<file path="src/rtl/pipe_id_decode.sv">
// ID-stage decoder feeding a registered ID/EX pipeline register for a MIPS-like core.
// Define PIPE_ID_LOAD_USE_EN to build in the load-use interlock (stall_req); otherwise hazards are handled outside.
module pipe_id_decode (
  input  logic        clock,
  input  logic        reset,
  input  logic [31:0] inst,
  input  logic        ivalid,
  input  logic        stall,
  input  logic        flush,
  output logic        stall_req,
  output logic [3:0]  ealuc,
  output logic        ealuimm,
  output logic        eshift,
  output logic        esext,
  output logic        ewreg,
  output logic        em2reg,
  output logic        ewmem,
  output logic [4:0]  ern,
  output logic        ejal,
  output logic        evalid,
  output logic        eillegal
);

  localparam logic [3:0] ALU_ADD = 4'b0000;
  localparam logic [3:0] ALU_SUB = 4'b0100;
  localparam logic [3:0] ALU_AND = 4'b0001;
  localparam logic [3:0] ALU_OR  = 4'b0101;
  localparam logic [3:0] ALU_XOR = 4'b0010;
  localparam logic [3:0] ALU_LUI = 4'b0110;
  localparam logic [3:0] ALU_SLL = 4'b0011;
  localparam logic [3:0] ALU_SRL = 4'b0111;
  localparam logic [3:0] ALU_SRA = 4'b1111;

  localparam logic [5:0] OP_RTYPE = 6'b000000;
  localparam logic [5:0] OP_ADDI  = 6'b001000;
  localparam logic [5:0] OP_ANDI  = 6'b001100;
  localparam logic [5:0] OP_ORI   = 6'b001101;
  localparam logic [5:0] OP_XORI  = 6'b001110;
  localparam logic [5:0] OP_LUI   = 6'b001111;
  localparam logic [5:0] OP_LW    = 6'b100011;
  localparam logic [5:0] OP_SW    = 6'b101011;
  localparam logic [5:0] OP_BEQ   = 6'b000100;
  localparam logic [5:0] OP_BNE   = 6'b000101;
  localparam logic [5:0] OP_J     = 6'b000010;
  localparam logic [5:0] OP_JAL   = 6'b000011;

  localparam logic [5:0] FN_ADD = 6'b100000;
  localparam logic [5:0] FN_SUB = 6'b100010;
  localparam logic [5:0] FN_AND = 6'b100100;
  localparam logic [5:0] FN_OR  = 6'b100101;
  localparam logic [5:0] FN_XOR = 6'b100110;
  localparam logic [5:0] FN_SLL = 6'b000000;
  localparam logic [5:0] FN_SRL = 6'b000010;
  localparam logic [5:0] FN_SRA = 6'b000011;
  localparam logic [5:0] FN_JR  = 6'b001000;

  typedef enum logic [1:0] {
    SEL_HOLD   = 2'd0,
    SEL_BUBBLE = 2'd1,
    SEL_DECODE = 2'd2
  } sel_e;

  logic [5:0] w_op;
  logic [4:0] w_rt;
  logic [4:0] w_rd;
  logic [5:0] w_funct;

  assign w_op    = inst[31:26];
  assign w_rt    = inst[20:16];
  assign w_rd    = inst[15:11];
  assign w_funct = inst[5:0];

  logic [3:0] w_d_aluc;
  logic       w_d_aluimm;
  logic       w_d_shift;
  logic       w_d_sext;
  logic       w_d_wreg;
  logic       w_d_m2reg;
  logic       w_d_wmem;
  logic [4:0] w_d_rn;
  logic       w_d_jal;
  logic       w_d_illegal;

  logic [3:0] r_ealuc;
  logic       r_ealuimm;
  logic       r_eshift;
  logic       r_esext;
  logic       r_ewreg;
  logic       r_em2reg;
  logic       r_ewmem;
  logic [4:0] r_ern;
  logic       r_ejal;
  logic       r_evalid;
  logic       r_eillegal;

  logic [3:0] w_n_ealuc;
  logic       w_n_ealuimm;
  logic       w_n_eshift;
  logic       w_n_esext;
  logic       w_n_ewreg;
  logic       w_n_em2reg;
  logic       w_n_ewmem;
  logic [4:0] w_n_ern;
  logic       w_n_ejal;
  logic       w_n_evalid;
  logic       w_n_eillegal;

  logic       w_load_use;
  sel_e       w_sel;

  // Unrecognised op/funct decodes to a write-free illegal slot with ern cleared.
  always_comb begin
    w_d_aluc    = ALU_ADD;
    w_d_aluimm  = 1'b0;
    w_d_shift   = 1'b0;
    w_d_sext    = 1'b0;
    w_d_wreg    = 1'b0;
    w_d_m2reg   = 1'b0;
    w_d_wmem    = 1'b0;
    w_d_rn      = w_rt;
    w_d_jal     = 1'b0;
    w_d_illegal = 1'b0;
    case (w_op)
      OP_RTYPE: begin
        w_d_rn = w_rd;
        case (w_funct)
          FN_ADD: begin w_d_aluc = ALU_ADD; w_d_wreg = 1'b1; end
          FN_SUB: begin w_d_aluc = ALU_SUB; w_d_wreg = 1'b1; end
          FN_AND: begin w_d_aluc = ALU_AND; w_d_wreg = 1'b1; end
          FN_OR:  begin w_d_aluc = ALU_OR;  w_d_wreg = 1'b1; end
          FN_XOR: begin w_d_aluc = ALU_XOR; w_d_wreg = 1'b1; end
          FN_SLL: begin w_d_aluc = ALU_SLL; w_d_wreg = 1'b1; w_d_shift = 1'b1; end
          FN_SRL: begin w_d_aluc = ALU_SRL; w_d_wreg = 1'b1; w_d_shift = 1'b1; end
          FN_SRA: begin w_d_aluc = ALU_SRA; w_d_wreg = 1'b1; w_d_shift = 1'b1; end
          FN_JR:  begin w_d_wreg = 1'b0; end
          default: begin
            w_d_illegal = 1'b1;
            w_d_rn      = 5'd0;
          end
        endcase
      end
      OP_ADDI: begin w_d_aluimm = 1'b1; w_d_sext = 1'b1; w_d_wreg = 1'b1; end
      OP_ANDI: begin w_d_aluc = ALU_AND; w_d_aluimm = 1'b1; w_d_wreg = 1'b1; end
      OP_ORI:  begin w_d_aluc = ALU_OR;  w_d_aluimm = 1'b1; w_d_wreg = 1'b1; end
      OP_XORI: begin w_d_aluc = ALU_XOR; w_d_aluimm = 1'b1; w_d_wreg = 1'b1; end
      OP_LUI:  begin w_d_aluc = ALU_LUI; w_d_aluimm = 1'b1; w_d_wreg = 1'b1; end
      OP_LW: begin
        w_d_aluimm = 1'b1;
        w_d_sext   = 1'b1;
        w_d_wreg   = 1'b1;
        w_d_m2reg  = 1'b1;
      end
      OP_SW:  begin w_d_aluimm = 1'b1; w_d_sext = 1'b1; w_d_wmem = 1'b1; end
      OP_BEQ: begin w_d_aluc = ALU_SUB; w_d_sext = 1'b1; end
      OP_BNE: begin w_d_aluc = ALU_SUB; w_d_sext = 1'b1; end
      OP_J:   begin w_d_wreg = 1'b0; end
      OP_JAL: begin w_d_wreg = 1'b1; w_d_jal = 1'b1; w_d_rn = 5'd31; end
      default: begin
        w_d_illegal = 1'b1;
        w_d_rn      = 5'd0;
      end
    endcase
  end

`ifdef PIPE_ID_LOAD_USE_EN
  logic [4:0] w_rs;
  logic       w_use_rs;
  logic       w_use_rt;
  logic       w_unused;

  assign w_rs     = inst[25:21];
  assign w_unused = ^inst[10:6];

  // Which source registers the incoming instruction actually reads.
  always_comb begin
    w_use_rs = 1'b0;
    w_use_rt = 1'b0;
    case (w_op)
      OP_RTYPE: begin
        case (w_funct)
          FN_ADD, FN_SUB, FN_AND, FN_OR, FN_XOR: begin w_use_rs = 1'b1; w_use_rt = 1'b1; end
          FN_SLL, FN_SRL, FN_SRA: begin w_use_rt = 1'b1; end
          FN_JR: begin w_use_rs = 1'b1; end
          default: begin w_use_rs = 1'b0; w_use_rt = 1'b0; end
        endcase
      end
      OP_ADDI, OP_ANDI, OP_ORI, OP_XORI, OP_LW: begin w_use_rs = 1'b1; end
      OP_SW, OP_BEQ, OP_BNE: begin w_use_rs = 1'b1; w_use_rt = 1'b1; end
      default: begin w_use_rs = 1'b0; w_use_rt = 1'b0; end
    endcase
  end

  assign w_load_use = r_evalid & r_em2reg & (r_ern != 5'd0) & ivalid &
                      ((w_use_rs & (w_rs == r_ern)) | (w_use_rt & (w_rt == r_ern)));
  assign stall_req  = w_load_use & ~stall;
`else
  logic w_unused;

  assign w_unused   = ^{inst[25:21], inst[10:6]};
  assign w_load_use = 1'b0;
  assign stall_req  = 1'b0;
`endif

  // Flush beats stall, so flush+stall yields a bubble rather than a hold.
  always_comb begin
    w_sel = SEL_BUBBLE;
    if (flush) begin
      w_sel = SEL_BUBBLE;
    end else if (stall) begin
      w_sel = SEL_HOLD;
    end else if (w_load_use) begin
      w_sel = SEL_BUBBLE;
    end else if (ivalid) begin
      w_sel = SEL_DECODE;
    end else begin
      w_sel = SEL_BUBBLE;
    end
  end

  // Next ID/EX contents: hold, fresh decode, or all-zero bubble.
  always_comb begin
    w_n_ealuc    = r_ealuc;
    w_n_ealuimm  = r_ealuimm;
    w_n_eshift   = r_eshift;
    w_n_esext    = r_esext;
    w_n_ewreg    = r_ewreg;
    w_n_em2reg   = r_em2reg;
    w_n_ewmem    = r_ewmem;
    w_n_ern      = r_ern;
    w_n_ejal     = r_ejal;
    w_n_evalid   = r_evalid;
    w_n_eillegal = r_eillegal;
    case (w_sel)
      SEL_HOLD: begin
        w_n_evalid = r_evalid;
      end
      SEL_DECODE: begin
        w_n_ealuc    = w_d_aluc;
        w_n_ealuimm  = w_d_aluimm;
        w_n_eshift   = w_d_shift;
        w_n_esext    = w_d_sext;
        w_n_ewreg    = w_d_wreg;
        w_n_em2reg   = w_d_m2reg;
        w_n_ewmem    = w_d_wmem;
        w_n_ern      = w_d_rn;
        w_n_ejal     = w_d_jal;
        w_n_evalid   = 1'b1;
        w_n_eillegal = w_d_illegal;
      end
      default: begin
        w_n_ealuc    = 4'b0000;
        w_n_ealuimm  = 1'b0;
        w_n_eshift   = 1'b0;
        w_n_esext    = 1'b0;
        w_n_ewreg    = 1'b0;
        w_n_em2reg   = 1'b0;
        w_n_ewmem    = 1'b0;
        w_n_ern      = 5'd0;
        w_n_ejal     = 1'b0;
        w_n_evalid   = 1'b0;
        w_n_eillegal = 1'b0;
      end
    endcase
  end

  // ID/EX register; asynchronous reset clears it to a bubble.
  always_ff @(posedge clock or posedge reset) begin
    if (reset) begin
      r_ealuc    <= 4'b0000;
      r_ealuimm  <= 1'b0;
      r_eshift   <= 1'b0;
      r_esext    <= 1'b0;
      r_ewreg    <= 1'b0;
      r_em2reg   <= 1'b0;
      r_ewmem    <= 1'b0;
      r_ern      <= 5'd0;
      r_ejal     <= 1'b0;
      r_evalid   <= 1'b0;
      r_eillegal <= 1'b0;
    end else begin
      r_ealuc    <= w_n_ealuc;
      r_ealuimm  <= w_n_ealuimm;
      r_eshift   <= w_n_eshift;
      r_esext    <= w_n_esext;
      r_ewreg    <= w_n_ewreg;
      r_em2reg   <= w_n_em2reg;
      r_ewmem    <= w_n_ewmem;
      r_ern      <= w_n_ern;
      r_ejal     <= w_n_ejal;
      r_evalid   <= w_n_evalid;
      r_eillegal <= w_n_eillegal;
    end
  end

  assign ealuc    = r_ealuc;
  assign ealuimm  = r_ealuimm;
  assign eshift   = r_eshift;
  assign esext    = r_esext;
  assign ewreg    = r_ewreg;
  assign em2reg   = r_em2reg;
  assign ewmem    = r_ewmem;
  assign ern      = r_ern;
  assign ejal     = r_ejal;
  assign evalid   = r_evalid;
  assign eillegal = r_eillegal;

endmodule

</file>
<file path="config.mk">
export PLATFORM = sky130hd
export DESIGN_NAME = pipe_id_decode
export DESIGN_NICKNAME = d
export VERILOG_FILES = /design/src/rtl/pipe_id_decode.sv
export SDC_FILE = /design/constraint.sdc
export NUM_CORES = 1
export LEC_CHECK = 0
export CAP_MARGIN = 15
export CORE_MARGIN = 3
export CORE_UTILIZATION = 45
export CTS_CLUSTER_SIZE = 12
export DETAILED_ROUTE_END_ITERATION = 10
export PLACE_DENSITY = 0.86
export SLEW_MARGIN = 20
export SYNTH_ARGS = -nofsm -noshare
export SYNTH_HDL_FRONTEND = slang
export SYNTH_SLANG_ARGS = --single-unit
</file>
<file path="constraint.sdc">
create_clock -name clock -period 1.1 [get_ports clock]
set_input_delay 0.22 -clock clock [delete_from_list [all_inputs] [get_ports clock]]
set_output_delay 0.22 -clock clock [all_outputs]
set_load 0.02 [all_outputs]
</file>
==> impl_metrics.ini, run 1 <==
[synth]
synthCells = 155
synth_warnings = 0
yosysTopAreaCell = dfrtp_1
ys_top_cells_by_area = dfrtp_1 36%, nand2_1 5.1%, inv_1 4.8%
synth_seq_area_share = 0.360
synth_top_area_frac = 0.360
synth_area_mm2 = 0.00125
synth-seq-cells = 18
synth_nets = 192
syn_area_per_cell_um2 = 8.06
ys_types = 44

[power]
p_leak_nw = 1.08
vdd_drop_max_uv = 857
p_per_area_mw_per_mm2 = 728

[floorplan]
die_width_um = 58.7
die-area_mm2 = 0.00345
die_h_um = 58.7
initial_core_util = 0.487
num_io_pins = 56
coreArea_mm2 = 0.00257
std_cell_rows = 18

[global_route]
grt_pass1_wl_um = 6720
grt_use_total = 0.256
antenna_found_initial = 0
grt_max_degree = 19
grt_remaining_overflow = 0
grt_pass1_vias = 1488

[clock_tree]
cts_root_buffer = clkbuf_4
cts_max_path_buffers = 2
cts_num_sinks = 18
clk_pin_slew_worst_paths_ps = 110
htreeDepth = 1
tritoncts = yes
clk-insertion-delay-late_ps = 300
numCtsBuffers = 3

[placement]
dp_cells = 250
place.gp.congestion = 0.891
dp_hpwl_um = 2990
pre_cts_ws_ps = -913
port_buffers = 44

[sta]
whs_ps = 219
final-max-slew-violation-count = 0
setup_slack_ps = -301
setup_viol = 17
setup_tns_ps = -2550
finalHoldViolations = 0
fmax_ghz = 0.714
rsz0062_at_grt = true
finClkSkew_ps = 0
fin_crit_ps = 1400
fin_crit_sh = 1.27

[cells_and_area]
instances_no_fill = 268
area_growth_pct = 77.0
post-route-util = 0.862
fin_nets = 276
fillers = 132
diodes = 0
regArea_um2 = 450
multi_input_area_um2 = 845
drive_above_1_share = 0.492

[routing]
first_iter_violations = 89
drt_first_pass_iters = 4
wirelength_um = 5040
vias = 1598
vias_per_cell = 5.96
avgRoutedWirePerCell_um = 18.8
drc = 0
final_antenna_net_count = 0

[setup_path]
cp.required_ps = 1340
crit_buf_inv = 2
critPathTopFamily = compound AO/OA/AOI/OAI gates
cp-start-kind = input port
endpoint_kind = flop
cp.arrival_ps = 1640
crit_fanout = 9
slowest_delay_ps = 390
cpMaxStageDelayCell = o32a_2
critPathKind = input port to flop
crit_chain = buf_6 -> buf_4 -> nor3_1 -> a21oi_1 -> o32a_2 -> o221a_1 -> o21ai_2

[status]
violations = setup timing
status = complete, but fails checks

[job]
drv_cap = 0

[worst_hold_path]
hold_class = input port to async pin
==> tightest hold or removal path, delay by kind of cell <==
kind	cells	cell delay, ps
buffers and inverters	3	700
==> cell families (layout without fill, tap and decap cells) <==
logic type      after synthesis  after routing  synth area share
compound gates               47             47             0.272
buf+inv                      31            114             0.123
flops                        18             18             0.360
other cells                   1              1           0.00300
simple gates                 58             58             0.241
==> layer usage <==
| metal | GRT usage | routed length [um] | part of all wire | vias to the layer above |
|---|---|---|---|---|
| met5 | 0 | 0 | 0 | - |
| met1 | 0.289 | 1930 | 0.38 | 762 |
| met3 | 0.0439 | 384 | 0.076 | 17 |
| li1 | - | - | - | 723 |
| met2 | 0.470 | 2600 | 0.52 | 96 |
| met4 | 0.110 | 125 | 0.025 | 0 |
==> metrics by stage <==
stage | total power, mW | cell area [um^2]
floorplan | 0.884 | 1280
global placement | 1.09 | 1920
detailed placement | 1.10 | 1920
CTS | 1.54 | 2020
global route | 1.66 | 2210
finish | 1.61 | 2210
==> cell type report <==
type	count	area share
Tap cell	30	0.0170
Multi-Input combinational cell	106	0.382
Sequential cell	18	0.204
Timing Repair Buffer	94	0.354
Inverter	16	0.0271
Clock buffer	4	0.0164
==> power by group <==
part	leakage (nW)	switching [mW]	total [mW]	internal (mW)
registers	0.250	0.00650	0.675	0.669
clock network	0.0210	0.228	0.430	0.202
logic	0.805	0.260	0.505	0.246
==> cells in the mapped netlist, drive strengths merged <==
| cell | number |
|---|---|
| dfrtp | 18 |
| nand2 | 17 |
| inv | 16 |
| o21ai | 15 |
| nor2 | 12 |
| buf | 8 |
| clkbuf | 7 |
| a21oi | 6 |
| nor3 | 6 |
| o221a | 5 |
| a22o | 3 |
| nand3 | 3 |
| nand4 | 3 |
| nor3b | 3 |
| or4 | 3 |
| a32o | 2 |
| a32oi | 2 |
| and3 | 2 |
| nor2b | 2 |
| o31ai | 2 |
| o41ai | 2 |
| or2 | 2 |
| a211oi | 1 |
| a21boi | 1 |
| a21o | 1 |
| a2bb2oi | 1 |
| a41oi | 1 |
| and2 | 1 |
| conb | 1 |
| nand2b | 1 |
| nand3b | 1 |
| nand4b | 1 |
| o211ai | 1 |
| o22ai | 1 |
| o31a | 1 |
| o32a | 1 |
| o32ai | 1 |
| or3b | 1 |
==> sequential cells by signal, summed over array words and instances (netlist names) <==
signal	cells
evalid	1
ewreg	1
eshift	1
ewmem	1
ejal	1
esext	1
ern	5
eillegal	1
em2reg	1
ealuimm	1
ealuc	4
==> final timing paths <==
path	start	endpoint	slack, ps	cells after the start
max	inst[26]	ern[3]	-300	7
min	reset	evalid	220	3
max reg2reg	ealuc[2]	ealuc[2]	50	4
min reg2reg	ern[4]	ern[4]	520	2
max in group asynchronous	reset	ejal	670	3
min in group clock	inst[30]	em2reg	350	5
==> cell usage in the layout (no fill, tap or decap), types with 3 or more instances in the layout <==
cell type,netlist,layout
nand4_1,3,3
clkbuf_2,0,3
buf_4,1,43
o21ai_0,10,5
dfrtp_1,18,18
a22o_1,3,3
nor3_4,0,3
or4_4,1,3
nor2_1,12,7
o21ai_1,5,4
buf_6,4,21
clkbuf_4,0,3
inv_1,16,15
nor2_4,0,3
buf_2,3,12
clkdlybuf4s15_1,0,3
nand2_1,17,16
a21oi_1,6,6
o221a_1,5,5
o21ai_2,0,6
clkdlybuf4s50_1,0,11
==> repair_timing <==
| item | 4_1_cts | 5_1_grt |
|---|---|---|
| setup buffers | 4 | 10 |
| endpoints found under the setup margin | 35 | 31 |
| resized for setup | 148 | 44 |
| hold buffers | 0 | 0 |
| pin swaps | 29 | 27 |
(Power assumes the default switching activity.)
==> inputs of run 2 (changes only) <==
- SKIP_LAST_GASP: unset -> 1
==> results of run 2 <==
No change in the layout: final DEF, timing and power equal those of run 1.
==> inputs of run 3 (changes only) <==
- CORE_UTILIZATION: 45 -> 46
- CTS_BUF_LIST: unset -> sky130_fd_sc_hd__clkbuf_2
- PLACE_DENSITY: 0.86 -> 0.87
==> run 3 against run 2 <==
Compared with the run above: the run still ends with setup timing left; sequential power is essentially flat; setup slack worse by 78 ps; utilization grew 8.6 points; clock skew unchanged; cell count grew 6.3%; maximum frequency shrank 5.3%; global-route usage is 10 points higher; total power fell by 3.4%; critical path type unchanged; critical endpoint is now ern[0]; highest routed layer unchanged.
==> impl_metrics.ini, run 3 (synthesis gave the netlist of run 1 again) <==
[clock_tree]
htreeDepth = 1
clk_pin_slew_worst_paths_ps = 190
numCtsBuffers = 3
cts_num_sinks = 18
hold_buffers = 0
clk-insertion-delay-late_ps = 310
cts_max_path_buffers = 2
cts_root_buffer = clkbuf_2
tritoncts = yes

[global_route]
grt_pass1_wl_um = 9070
antenna_found_initial = 0
grt_max_degree = 19
grt_remaining_overflow = 0
grt_use_total = 0.358
grt_pass1_vias = 1787

[power]
clockPowerShare = 0.193
p_seq_frac = 0.435
power.internal_mw = 1.02
vdd_drop_max_uv = 597
switching_share = 0.343
switchingPower_mw = 0.534
p_per_area_mw_per_mm2 = 651
combPwrFrac = 0.373
p_leak_nw = 1.17

[routing]
wirelength_um = 7360
final_antenna_net_count = 0
first_iter_violations = 219
drt_first_pass_iters = 6
drc = 0
vias_per_cell = 6.80
vias = 1938
avgRoutedWirePerCell_um = 25.8

[worst_hold_path]
hold_class = input port to async pin

[floorplan]
std_cell_rows = 18
die-area_mm2 = 0.00338
die_h_um = 58.1
num_io_pins = 56
die_width_um = 58.1
coreArea_mm2 = 0.00252
initial_core_util = 0.496

[placement]
pre_cts_ws_ps = -891
dp_cells = 253
port_buffers = 44
place.gp.congestion = 0.934
dp_hpwl_um = 3250
place_area_mm2 = 0.00195

[cells_and_area]
post-route-util = 0.948
fin_nets = 293
drive_above_1_share = 0.537
stdcell_area_mm2 = 0.00239
mostFrequentLayoutCells = 58 x buf_4, 30 x buf_6, 18 x dfrtp_1, 17 x nand2_1, 15 x inv_1
largest_reg_flops = 5
area_growth_pct = 91.3
instances_no_fill = 285
final_common_cell = buf_4
diodes = 0

[status]
violations = setup timing
status = complete, but fails checks

[setup_path]
cp.arrival_ps = 1700
crit_fanout = 6
reg2reg_depth = 4
slowest_delay_ps = 570
critPathTopFamily = simple AND/OR/NAND/NOR gates
critPathLaunch = inst[27]
cpMaxStageDelayCell = or4_4
endpoint_kind = flop
crit_buf_inv = 1
critPathKind = input port to flop
cp.depth = 6
cp-start-kind = input port
cp.required_ps = 1320
crit_chain = buf_6 -> or4_4 -> nor3_4 -> o31ai_4 -> o221a_1 -> o21ai_2
worstReg2RegStart = ealuimm

[sta]
fin_crit_ps = 1480
finalHoldViolations = 0
fin_crit_sh = 1.34
final-max-slew-violation-count = 0
setup_viol = 30
setup_slack_ps = -379
rsz0062_at_grt = true
fmax_ghz = 0.676
finClkSkew_ps = 0

[job]
drv_cap = 0
==> run 3: changes by cell type in the layout (fill, tap and decap cells not counted), moves of 3 or more <==
cell | previous run | this run
buf_2 | 12 | 6
buf_4 | 43 | 58
buf_6 | 21 | 30
clkbuf_4 | 3 | 0
==> run 3: power groups by stage <==
stage / Clock, mW / Combinational, mW / Sequential (mW)
after floorplan: 0 / 0.189 / 0.695
after global placement: 0 / 0.406 / 0.685
after detailed placement: 0 / 0.418 / 0.686
after CTS: 0.289 / 0.494 / 0.674
after global routing: 0.355 / 0.605 / 0.677
final: 0.300 / 0.580 / 0.676
==> run 3: tightest hold or removal path, stage by stage <==
cell and delay, ps:
clkdlybuf4s50_1 410, inv_1 60, buf_4 260
==> run 3: path summary, 6_finish.rpt <==
| path | endpoint | slack (ps) |
|---|---|---|
| min reg2reg | ewreg | 590 |
| max | ern[0] | -380 |
| max in group asynchronous | ern[1] | 660 |
| min | ealuc[2] | 220 |
| min in group clock | ealuc[2] | 370 |
| max reg2reg | ealuimm | -10 |
==> run 3: final cells by class <==
type	instances	area (um^2)
multi-input combinational	106	853
clock buffer	3	15.0
clock inverter	1	3.75
fill	66	131
timing repair buffer	111	971
inverter	16	60.1
sequential	18	450
tap	30	37.5
==> run 3: repair_timing <==
item / 4_1_cts / 5_1_grt
resized for setup: 197 / 18
buffers inserted: 19 / 10
pin swaps: 32 / 14
setup endpoints to repair: 35 / 33
==> run 3: layer usage <==
metal	vias to the layer above	part of all wire	GRT usage
li1	753	-	-
met1	878	0.31	0.386
met2	221	0.47	0.661
met3	86	0.13	0.0624
met4	0	0.087	0.185
met5	-	0	0
==> run 3: metrics by stage <==
stage | power, mW | setup TNS [ps] | hold slack, ps
4_1_cts | 1.46 | -2310 | 222
3_5_place_dp | 1.10 | -14350 | 485
3_3_place_gp | 1.09 | -13180 | 466
6_report | 1.56 | -3700 | 224
5_1_grt | 1.64 | -4570 | 150
2_1_floorplan | 0.884 | -4570 | 159
